$ cat src/rtl/bullsCows_pkg.sv
// rtl/bullsCows_pkg.sv - shared types, constants and guess validation for the bullsCows game
package bullsCows_pkg;

   localparam int DIGITS  = 4;
   localparam int DIGIT_W = 4;

   typedef logic [DIGITS*DIGIT_W-1:0] guess_t;

   typedef enum logic [1:0] {
      IDLE,
      DB_PRESS,
      HELD,
      DB_RELEASE
   } in_state_t;

   // Also used by the game core to vet the secret.
   function automatic logic digits_valid(input guess_t g, input bit decimal_only);
      logic               ok;
      logic [DIGIT_W-1:0] a;
      logic [DIGIT_W-1:0] b;
      ok = 1'b1;
      for (int i = 0; i < DIGITS; i++) begin
         a = g[i*DIGIT_W +: DIGIT_W];
         if (decimal_only && (a > DIGIT_W'(9))) ok = 1'b0;
         for (int j = i + 1; j < DIGITS; j++) begin
            b = g[j*DIGIT_W +: DIGIT_W];
            if (a == b) ok = 1'b0;
         end
      end
      return ok;
   endfunction

endpackage

$ cat src/rtl/sync_ff.sv
// rtl/sync_ff.sv - multi-stage flip-flop synchroniser, async active-high reset to 0
module sync_ff #(
   parameter int WIDTH  = 1,
   parameter int STAGES = 2
) (
   input  logic             clk_i,
   input  logic             rst_i,
   input  logic [WIDTH-1:0] d_i,
   output logic [WIDTH-1:0] q_o
);

   logic [WIDTH-1:0] stage_q [STAGES];

   always_ff @(posedge clk_i or posedge rst_i) begin
      if (rst_i) begin
         for (int i = 0; i < STAGES; i++) stage_q[i] <= '0;
      end else begin
         stage_q[0] <= d_i;
         for (int i = 1; i < STAGES; i++) stage_q[i] <= stage_q[i-1];
      end
   end

   assign q_o = stage_q[STAGES-1];

endmodule

$ cat src/rtl/guess_input_ctrl.sv
// rtl/guess_input_ctrl.sv - switch/button conditioning, debounce and guess validation
module guess_input_ctrl
   import bullsCows_pkg::*;
#(
   parameter int DEBOUNCE_CYCLES     = 1_000_000,
   parameter int SYNC_STAGES         = 2,
   parameter bit DECIMAL_ONLY        = 1'b1,
   parameter int INVALID_HOLD_CYCLES = 200_000_000
) (
   input  logic       clock,
   input  logic       reset,
   input  guess_t     sw,
   input  logic       btn_raw,
   output guess_t     guess,
   output logic       confirm,
   output logic       invalid,
   output logic [3:0] reject_count
);

   localparam int CNT_W  = $clog2(DEBOUNCE_CYCLES + 1);
   localparam int HOLD_W = $clog2(INVALID_HOLD_CYCLES + 1);
   localparam logic [CNT_W-1:0]  CNT_LAST  = CNT_W'(DEBOUNCE_CYCLES - 1);
   localparam logic [HOLD_W-1:0] HOLD_LOAD = HOLD_W'(INVALID_HOLD_CYCLES - 1);

   guess_t            sw_s;
   logic              btn_s;
   logic              sw_ok;
   logic              accept;

   in_state_t         state_q, state_d;
   logic [CNT_W-1:0]  cnt_q, cnt_d;
   guess_t            guess_q, guess_d;
   logic              confirm_q, confirm_d;
   logic              invalid_q, invalid_d;
   logic [HOLD_W-1:0] hold_q, hold_d;
   logic [3:0]        rej_q, rej_d;

   sync_ff #(.WIDTH(16), .STAGES(SYNC_STAGES)) u_sw_sync (
      .clk_i (clock),
      .rst_i (reset),
      .d_i   (sw),
      .q_o   (sw_s)
   );

   sync_ff #(.WIDTH(1), .STAGES(SYNC_STAGES)) u_btn_sync (
      .clk_i (clock),
      .rst_i (reset),
      .d_i   (btn_raw),
      .q_o   (btn_s)
   );

   assign sw_ok = digits_valid(sw_s, DECIMAL_ONLY);

   always_comb begin
      state_d   = state_q;
      cnt_d     = cnt_q;
      guess_d   = guess_q;
      confirm_d = 1'b0;
      invalid_d = invalid_q;
      hold_d    = hold_q;
      rej_d     = rej_q;
      accept    = 1'b0;

      case (state_q)
         IDLE: begin
            if (btn_s) begin
               cnt_d   = '0;
               state_d = DB_PRESS;
            end
         end
         DB_PRESS: begin
            if (!btn_s) begin
               state_d = IDLE;
            end else if (cnt_q == CNT_LAST) begin
               state_d = HELD;
               accept  = 1'b1;
            end else begin
               cnt_d = cnt_q + CNT_W'(1);
            end
         end
         HELD: begin
            if (!btn_s) begin
               cnt_d   = '0;
               state_d = DB_RELEASE;
            end
         end
         DB_RELEASE: begin
            if (btn_s) begin
               state_d = HELD;
            end else if (cnt_q == CNT_LAST) begin
               state_d = IDLE;
            end else begin
               cnt_d = cnt_q + CNT_W'(1);
            end
         end
         default: state_d = IDLE;
      endcase

      // A fresh rejection reloads the hold timer even if invalid is already up.
      if (accept && sw_ok) begin
         guess_d   = sw_s;
         confirm_d = 1'b1;
         invalid_d = 1'b0;
         hold_d    = '0;
      end else if (accept) begin
         invalid_d = 1'b1;
         hold_d    = HOLD_LOAD;
         if (rej_q != 4'hF) rej_d = rej_q + 4'd1;
      end else if (invalid_q) begin
         if (hold_q == '0) invalid_d = 1'b0;
         else              hold_d    = hold_q - HOLD_W'(1);
      end
   end

   always_ff @(posedge clock or posedge reset) begin
      if (reset) begin
         state_q   <= IDLE;
         cnt_q     <= '0;
         guess_q   <= '0;
         confirm_q <= 1'b0;
         invalid_q <= 1'b0;
         hold_q    <= '0;
         rej_q     <= '0;
      end else begin
         state_q   <= state_d;
         cnt_q     <= cnt_d;
         guess_q   <= guess_d;
         confirm_q <= confirm_d;
         invalid_q <= invalid_d;
         hold_q    <= hold_d;
         rej_q     <= rej_d;
      end
   end

   assign guess        = guess_q;
   assign confirm      = confirm_q;
   assign invalid      = invalid_q;
   assign reject_count = rej_q;

endmodule

$ cat config.mk
export PLATFORM = sky130hd
export DESIGN_NAME = guess_input_ctrl
export DESIGN_NICKNAME = d
export VERILOG_FILES = /design/src/rtl/bullsCows_pkg.sv /design/src/rtl/sync_ff.sv /design/src/rtl/guess_input_ctrl.sv
export SDC_FILE = /design/constraint.sdc
export NUM_CORES = 1
export LEC_CHECK = 0
export CORE_MARGIN = 10
export CORE_UTILIZATION = 55
export DETAILED_ROUTE_END_ITERATION = 16
export PLACE_DENSITY = 0.76
export REMOVE_ABC_BUFFERS = 1
export SYNTH_ARGS = -nofsm -noshare
export SYNTH_HDL_FRONTEND = slang
export SYNTH_SLANG_ARGS = --single-unit
$ cat constraint.sdc
create_clock -name clock -period 4.11 [get_ports clock]
set_input_delay 0.822 -clock clock [delete_from_list [all_inputs] [get_ports clock]]
set_output_delay 0.822 -clock clock [all_outputs]
set_load 0.01 [all_outputs]
=== Word-level counts from Yosys, hierarchy flattened ===
Cells that the tools add are included.

* Flip-flop bits (word level): 106
* Input bits: 19
* Output and inout port bits: 22
* Word-level logic and storage cells: 80

* Add/subtract/negate cells: 3
* Magnitude comparators: 4
* Equal/unequal tests: 18
* Muxes and demuxes: 35
* Bitwise operators: 1
* Reductions and logical operators: 8

{| class="wikitable"
|+ Operators by type and width
! kind !! count
|-
| $mux W28 || 4
|-
| $mux W20 || 5
|-
| $pmux W20 S4 || 1
|-
| $logic_not A28 Y1 || 1
|-
| $sub A28 B1 Y28 const B || 1
|-
| $eq A4 B4 Y1 || 6
|-
| $add A20 B1 Y20 const B || 1
|-
| $eq A20 B20 Y1 const B || 1
|-
| $mux W1 || 18
|-
| $gt A4 B4 Y1 const B || 4
|-
| $mux W2 || 6
|-
| $pmux W2 S4 || 1
|-
| $reduce_and A4 Y1 || 2
|-
| $ne A3 B3 Y1 const B || 2
|-
| $add A4 B1 Y4 const B || 1
|-
| $eq A2 B2 Y1 const B || 2
|-
| $ne A2 B1 Y1 const B || 2
|-
| $ne A2 B2 Y1 const B || 2
|-
| $ne A4 B4 Y1 const B || 1
|-
| $ne A3 B2 Y1 const B || 1
|-
| $reduce_and A3 Y1 || 1
|-
| $reduce_bool A3 Y1 || 1
|-
| $eq A2 B1 Y1 const B || 1
|-
| $logic_not A2 Y1 || 1
|-
| other kinds (3) || 3
|}

=== Logic depth before layout (Yosys ltp) ===
Gate-level depths: netlist of the first run.

* Word-level depth: 14
* Depth in mapped cells: 9
* Gate-level depth less buffers: 9

=== Modules after synthesis ===
A second synthesis of the first run with hierarchy kept.

* Cells, all modules: 436
* Area total of the unflattened synthesis: 4818.4 µm²

{| class="wikitable"
|+ Modules (own cells, without submodules)
! module !! instances !! cells an instance !! area an instance (µm²) !! sequential area each (µm²)
|-
| guess_input_ctrl || 1 || 384 || 3839.9 || 1801.7
|-
| sync_ff (u_sw_sync) || 1 || 49 || 924.6 || 800.8
|-
| sync_ff (u_btn_sync) || 1 || 3 || 53.8 || 50.0
|}

=== Worst setup path before layout of the first run ===
OpenSTA, ideal clock, no wires.

* Path type: reg2reg
* Start point: reg cnt_q[8]
* End point: reg rej_q[1], in the netlist reject_count[1]
* Library setup time: 128 ps
* Data arrival time: 2221 ps
* Required time: 3982 ps
* Setup slack: 1762 ps
* Cell stages (with the launch flop): 7
* Path buffers: 0
* Clock period less this slack: 2348 ps
* Cells stage by stage: dfrtp_1 or4_1 or4_1 nor2_1 and3_1 and3_1 mux2_1

* Word-level cells in the longest chain between the ends: 7

{| class="wikitable"
|+ Ends and longest elaborated chain
! item !! RTL line !! text
|-
| start: declaration || guess_input_ctrl.sv:31 || <nowiki>logic [CNT_W-1:0] cnt_q, cnt_d;</nowiki>
|-
| start signal: assignment || guess_input_ctrl.sv:126 || <nowiki>cnt_q <= cnt_d;</nowiki>
|-
| $eq A20 B20 Y1 (*) || guess_input_ctrl.sv:74 || <nowiki>end else if (cnt_q == CNT_LAST) begin</nowiki>
|-
| $mux W1 (*) || guess_input_ctrl.sv:74 ||
|-
| $mux W1 (*) || guess_input_ctrl.sv:72 || <nowiki>if (!btn_s) begin</nowiki>
|-
| $mux W1 (*) || guess_input_ctrl.sv:64 || <nowiki>case (state_q)</nowiki>
|-
| $logic_and A1 B1 Y1 || guess_input_ctrl.sv:100 || <nowiki>if (accept && sw_ok) begin</nowiki>
|-
| $not A1 Y1 (no source line) || - ||
|-
| $reduce_and A3 Y1 (no source line) (*) || - ||
|-
| end signal: assignment || guess_input_ctrl.sv:131 || <nowiki>rej_q <= rej_d;</nowiki>
|-
| end: declaration || guess_input_ctrl.sv:36 || <nowiki>logic [3:0] rej_q, rej_d;</nowiki>
|}

Every way passes the cells marked *; elsewhere a longest branch is shown, timed or not.
A chain may end at the register's enable or synchronous reset.

=== Final worst setup path of the first run ===
* Start point: reg cnt_q[8]
* End point: reg guess_q[12], in the netlist guess[12]

* Word-level cells in the longest chain between the ends: 5

{| class="wikitable"
|+ Ends and longest elaborated chain
! item !! RTL line !! text
|-
| $eq A20 B20 Y1 || guess_input_ctrl.sv:74 ||
|-
| $mux W1 || guess_input_ctrl.sv:74 ||
|-
| $mux W1 || guess_input_ctrl.sv:72 ||
|-
| $mux W1 || guess_input_ctrl.sv:64 ||
|-
| $logic_and A1 B1 Y1 || guess_input_ctrl.sv:100 ||
|-
| end signal: assignment || guess_input_ctrl.sv:127 || <nowiki>guess_q <= guess_d;</nowiki>
|-
| end: declaration || guess_input_ctrl.sv:32 || <nowiki>guess_t guess_q, guess_d;</nowiki>
|}

No other way between the ends.

==> reports/results.tsv, run 1 <==
metric	value	unit
outcome	completed	
maxSlewViolCount	0	
placed_cells	556	
share_of_cells_above_drive_strength_1	11.1	%
comb_power_share	4.3	%
placement_rows	33	
vias_in_the_first_global_route	3352	
drt-pass1-iter-count	5	
synth_async_sr_flop_share	100	%
p_leak	2.45	nW
fillerInstances	605	
cts_buffers	9	
yosysSeqAreaShare	56.2	%
clk-insertion-delay-late	370	ps
final_nets	484	
dp_slack	1170	ps
final_hold_viols	0	
synth-seq-cells	106	
worst_slew_margin_relative_to_its_limit	32.3	%
crit_fanout	33	
worst_min_delay_path_category	reg2reg	
most_instantiated_library_cell_after_synthesis	sky130_fd_sc_hd__dfrtp_1	
pin_count_of_the_biggest_net_entering_global_routing	58	
maxClockFrequency	335	MHz
stdcell_count	572	
postLayoutCellArea	5430	um2
swShare	25.3	%
floorplan.core_area	8300	um2
yosys.cell_types.count	50	
die_w	113	um
yosysTopAreaCellShare	56.2	%
cts_htree_levels	3	
root_buffer	sky130_fd_sc_hd__clkbuf_8	
dominant_cell_type_by_area_after_synthesis	sky130_fd_sc_hd__dfrtp_1	
area.growth.synth_to_final	15.0	%
clkSinkCount	106	
synth.top_cells.by_area	sky130_fd_sc_hd__dfrtp_1 (56%), sky130_fd_sc_hd__xor2_1 (7.6%), sky130_fd_sc_hd__mux2_2 (4.5%)	
routedWlPerCell	17.1	um
grt_most_used_layer	met2	
placement.io_buffers	40	
criticalPathCategory	reg2reg	
grt_setup_unrepaired	no	
yosys-top-cells-count	sky130_fd_sc_hd__dfrtp_1 (106), sky130_fd_sc_hd__xor2_1 (41), sky130_fd_sc_hd__nor2_1 (35), sky130_fd_sc_hd__a21oi_1 (27), sky130_fd_sc_hd__nand2_1 (23)	
finalCritPeriodShare	72.7	%
place_hpwl	6.83	mm
total_switching_power	0.457	mW
period_needed	2990	ps
start_util	56.9	%
route.detailed.vias_per_inst	5.84	
clockBufferDepth	2	
grt_util_met1	20.5	%
detailed_place.area	5220	um2
final.setup.tns	0	ps
gp_routability_congestion	0.860	
synth_flop_cell	sky130_fd_sc_hd__dfrtp_1	
route.vias.total	3340	
cellPowerDensity	334	nW/um2
holdWs	351	ps
synth_edf_count	0	
finalSetupViolations	0	
die-height	113	um
synthesis.area	4720	um2
post_synth_inst_count	417	
finalClockSkew	13.7	ps
ant_nets	0	
fin_ws	1120	ps
cp_data_required_time	4370	ps
max_cap_violations	0	
clkPwrFrac	35.7	%
worst_slew_pin_slew	1010	ps
grtUsageMet3	4.95	%
internal_power	1.35	mW
finish.utilization	65.4	%
groute.usage.overall	15.6	%
worstSetupStartpointType	register	
drt_first_iter_violations	192	
ctsResizeCount	0	
antenna-diode-count	0	
postRouteWirelength	9.78	mm
die-area	12700	um2
share_seq_of_total_power	60.0	%
worst_endpoint_data_arrival_time	3250	ps
power.ir.vdd_worst	0.000255	V
tritoncts_clock_tree	yes	
cp_endpoint_kind	register	
design.portCount	41	
gr-total-overflow	0	
report.power.total	1.81	mW
cts_hold_fix_bufs	0	
average_instance_area_after_synthesis	11.3	um2
grt_pass1_wl	16.5	mm
cts.reportedPaths.clkPinSlew	110	ps
groute.layer.met2.usage	24.0	%
drc_errors	0	
cts_setup_buffers	0	
yosys_warnings	0	
grt_antenna_before_repair	0	
path summary, 6_finish.rpt:
check / slack [ps] / endpoint / start / cells past startpoint
min in group asynchronous: 900 / u_sw_sync.q_o[3] / reset / 2
min: 350 / u_sw_sync.q_o[14] / u_sw_sync.stage_q[30] / 0
min reg2reg: 350 / u_sw_sync.q_o[14] / u_sw_sync.stage_q[30] / 0
max reg2reg: 1120 / guess[12] / cnt_q[8] / 6
max in group asynchronous: 2410 / hold_q[11] / reset / 3
max: 1120 / guess[12] / cnt_q[8] / 6
layout make-up:
| cell class | count | area (um2) | share of cell area (%) |
|---|---|---|---|
| sequential | 106 | 2650 | 48.9 |
| clock inverter | 6 | 67.6 | 1.24 |
| multi-input combinational | 296 | 2000 | 36.8 |
| inverter | 7 | 28.8 | 0.530 |
| clock buffer | 10 | 138 | 2.54 |
| timing repair buffer | 42 | 415 | 7.65 |
| tap | 105 | 131 | 2.42 |
metal layers:
metal	vias to the layer above	share of wire, %
met5	-	0
met4	0	1.1
met3	10	6.5
met2	100	47
met1	1668	46
li1	1562	-
registers in the layout (all words and copies together) (netlist names), 4 cells and up, named ones only:
name / flops
u_sw_sync.q_o: 16
u_sw_sync.stage_q: 16
cnt_q: 20
hold_q: 28
reject_count: 4
guess: 16
cell families after synthesis:
| group | after synthesis | share of synthesized area, % |
|---|---|---|
| buf+inv | 15 | 1.56 |
| xor+xnor | 63 | 11.7 |
| simple gates | 158 | 18.4 |
| compound gates | 51 | 6.39 |
| fa+ha+maj | 3 | 0.795 |
| mux | 21 | 4.98 |
| flops | 106 | 56.2 |
cells in the final DEF (no fill, tap or decap), types with 6 or more instances in the layout:
master	n
sky130_fd_sc_hd__inv_1	6
sky130_fd_sc_hd__clkbuf_8	10
sky130_fd_sc_hd__dfrtp_1	106
sky130_fd_sc_hd__nor3_1	12
sky130_fd_sc_hd__clkdlybuf4s50_1	40
sky130_fd_sc_hd__xor2_1	41
sky130_fd_sc_hd__nor2_1	35
sky130_fd_sc_hd__and3_1	9
sky130_fd_sc_hd__nor4_1	14
sky130_fd_sc_hd__mux2_2	19
sky130_fd_sc_hd__nand4_1	11
sky130_fd_sc_hd__o21ai_0	11
sky130_fd_sc_hd__a21oi_1	27
sky130_fd_sc_hd__nand3_1	16
sky130_fd_sc_hd__xnor2_1	22
sky130_fd_sc_hd__nand2_1	23
critical path, cell delays in order, from the launching register on:
cell and delay [ps]:
sky130_fd_sc_hd__dfrtp_1 460, sky130_fd_sc_hd__or4b_1 580, sky130_fd_sc_hd__nor4_1 340, sky130_fd_sc_hd__and2_1 210, sky130_fd_sc_hd__nand3_2 150, sky130_fd_sc_hd__nor2_4 710, sky130_fd_sc_hd__mux2_2 410
power groups by stage:
stage / clock (mW) / combinational (mW) / sequential, mW
2_1_floorplan: 0 / 0.0478 / 1.10
3_3_place_gp: 0 / 0.0763 / 1.11
3_5_place_dp: 0 / 0.0791 / 1.11
4_1_cts: 0.664 / 0.0796 / 1.09
5_1_grt: 0.701 / 0.0889 / 1.09
6_report: 0.647 / 0.0775 / 1.09
Power figures use the tool's default switching activity.
==> run 2: changes to the inputs <==
- clock period: 4.11 -> 2.8 ns (I/O delays scaled with it)
==> reports/results.tsv, run 2 (synthesis gave the netlist of run 1 again) <==
metric	value	unit	change
max_cap_violations	0		unchanged
worst_min_delay_path_category	reg2reg		
worst-r2r-cell-count	6		unchanged
clockBufferDepth	2		unchanged
antenna-diode-count	0		unchanged
power.ir.vdd_worst	0.000346	V	+35%
final_hold_viols	0		unchanged
ant_nets	0		unchanged
period_needed	2550	ps	-432 ps
outcome	completed		
share_of_cells_above_drive_strength_1	12.8	%	+1.7 points
worst_slew_margin_relative_to_its_limit	57.0	%	+25 points
drt-pass1-iter-count	4		-1
placement.io_buffers	40		unchanged
drt_first_iter_violations	230		+20%
maxSlewViolCount	0		unchanged
area.growth.synth_to_final	17.0	%	
cts_hold_fix_bufs	0		unchanged
reg_top3	hold_q x28, cnt_q x20		
route.vias.total	3289		-1.5%
die-area	12700	um2	unchanged
cts.reportedPaths.clkPinSlew	120	ps	about the same
finalClockSkew	23.3	ps	+9.61 ps
cts_buffers	9		unchanged
groute.usage.overall	15.6	%	+0.082 points
p_leak	2.50	nW	+2.2%
critical_path.slowest_cell	sky130_fd_sc_hd__or4_1		
cts_setup_buffers	0		unchanged
final_nets	493		+1.9%
placement_rows	33		unchanged
start_util	56.9	%	unchanged
design.portCount	41		unchanged
clkSinkCount	106		unchanged
routedWlPerCell	16.5	um	-3.4%
drc_errors	0		unchanged
finalCritPeriodShare	91.2	%	+19 points
worstSetupStartpointType	register		
die-height	113	um	unchanged
place_hpwl	6.78	mm	-0.74%
tritoncts_clock_tree	yes		
route.detailed.vias_per_inst	5.66		-3.1%
ctsResizeCount	0		unchanged
crit_path_end	reject_count[1]		
cp_data_required_time	3060	ps	-1310 ps
stdcell_count	581		+1.6%
finalSetupViolations	0		unchanged
cellPowerDensity	481	nW/um2	+44%
worstReg2RegStart	cnt_q[8]		
grt_setup_unrepaired	no		
placed_cells	565		+1.6%
layout_commonest_cell	sky130_fd_sc_hd__dfrtp_1		
largest_register_ffs	28		unchanged
cp_endpoint_kind	register		
register_to_register_setup_slack	250	ps	-880 ps
cts_htree_levels	3		unchanged
root_buffer	sky130_fd_sc_hd__clkbuf_8		
finish.utilization	66.6	%	+1.1 points
largest_register	hold_q		
die_w	113	um	unchanged
crit_fanout	7		-79%
worst_path_largest_cell_delay	530	ps	-180 ps
criticalPathCategory	reg2reg		
grt_pass1_wl	16.6	mm	+0.33%
worst_endpoint_data_arrival_time	2820	ps	-430 ps
grt_antenna_before_repair	0		unchanged
maxClockFrequency	391	MHz	+17%
fin_ws	245	ps	-878 ps
holdWs	335	ps	-15.6 ps
detailed_place.area	5320	um2	+1.8%
vias_in_the_first_global_route	3414		+1.8%
fillerInstances	632		+4.5%
gp_routability_congestion	0.911		+5.9%
report.power.total	2.66	mW	+47%
worst_slew_pin_slew	639	ps	-373 ps
final.setup.tns	0	ps	unchanged
clk-insertion-delay-late	390	ps	+20 ps
dp_slack	274	ps	-893 ps
floorplan.core_area	8300	um2	unchanged
postRouteWirelength	9.59	mm	-1.9%
pin_count_of_the_biggest_net_entering_global_routing	38		-34%
most_frequent_cells_in_the_layout	sky130_fd_sc_hd__dfrtp_1 (106), sky130_fd_sc_hd__xor2_1 (41), sky130_fd_sc_hd__clkdlybuf4s50_1 (40)		
postLayoutCellArea	5520	um2	+1.8%
gr-total-overflow	0		unchanged
critical_path_source	cnt_q[8]		
worst_path_cell_trace	or4_1 -> or4_1 -> nor2_1 -> and3_1 -> and3_1 -> mux2_1		
terminus_of_the_critical_flop_to_flop_path	reject_count[1]		
-- run 2: cell count changes in the layout (fill, tap and decap cells not counted), sizes merged --
cell | before | now
buf | 2 | 11
clkinv | 2 | 4
inv | 11 | 9
-- run 2: cell type report --
class / instances / area [um2] / share of cell area [%]
Clock buffer: 10 / 138 / 2.49
Clock inverter: 6 / 70.1 / 1.27
Inverter: 7 / 28.8 / 0.521
Multi-Input combinational cell: 296 / 2000 / 36.1
Sequential cell: 106 / 2650 / 48.0
Tap cell: 105 / 131 / 2.38
Timing Repair Buffer: 51 / 508 / 9.20
-- run 2: worst max-delay path, delay by kind of cell, from the launching register on --
family | cells | cell delay, ps
simple gates | 5 | 1650
mux | 1 | 320
flops | 1 | 470
-- run 2: worst min-delay path by stage --
stage | from | end | slack (ps) | cells after the start
after global routing | u_sw_sync.stage_q[26] | u_sw_sync.q_o[10] | 350 | 0
after global placement | u_sw_sync.stage_q[22] | u_sw_sync.q_o[6] | 330 | 0
after detailed placement | u_sw_sync.stage_q[19] | u_sw_sync.q_o[3] | 330 | 0
after CTS | u_sw_sync.stage_q[26] | u_sw_sync.q_o[10] | 340 | 0
after floorplan | u_btn_sync.stage_q[1] | u_btn_sync.q_o | 330 | 0
final | u_sw_sync.stage_q[26] | u_sw_sync.q_o[10] | 340 | 0
-- run 2: per-layer routing --
layer / GRT usage (%) / vias to the layer above / share of wire, %
li1: - / 1576 / -
met1: 20.7 / 1634 / 46
met2: 23.5 / 73 / 47
met3: 5.86 / 6 / 6.3
met4: 4.40 / 0 / 0.85
met5: 0 / - / 0
-- run 2: report_power, final --
| part | internal (mW) | leakage (nW) | switching (mW) |
|---|---|---|---|
| Sequential | 1.56 | 1.40 | 0.0341 |
| Combinational | 0.0554 | 1.00 | 0.0641 |
| Clock | 0.376 | 0.105 | 0.569 |
| Total | 1.99 | 2.50 | 0.667 |
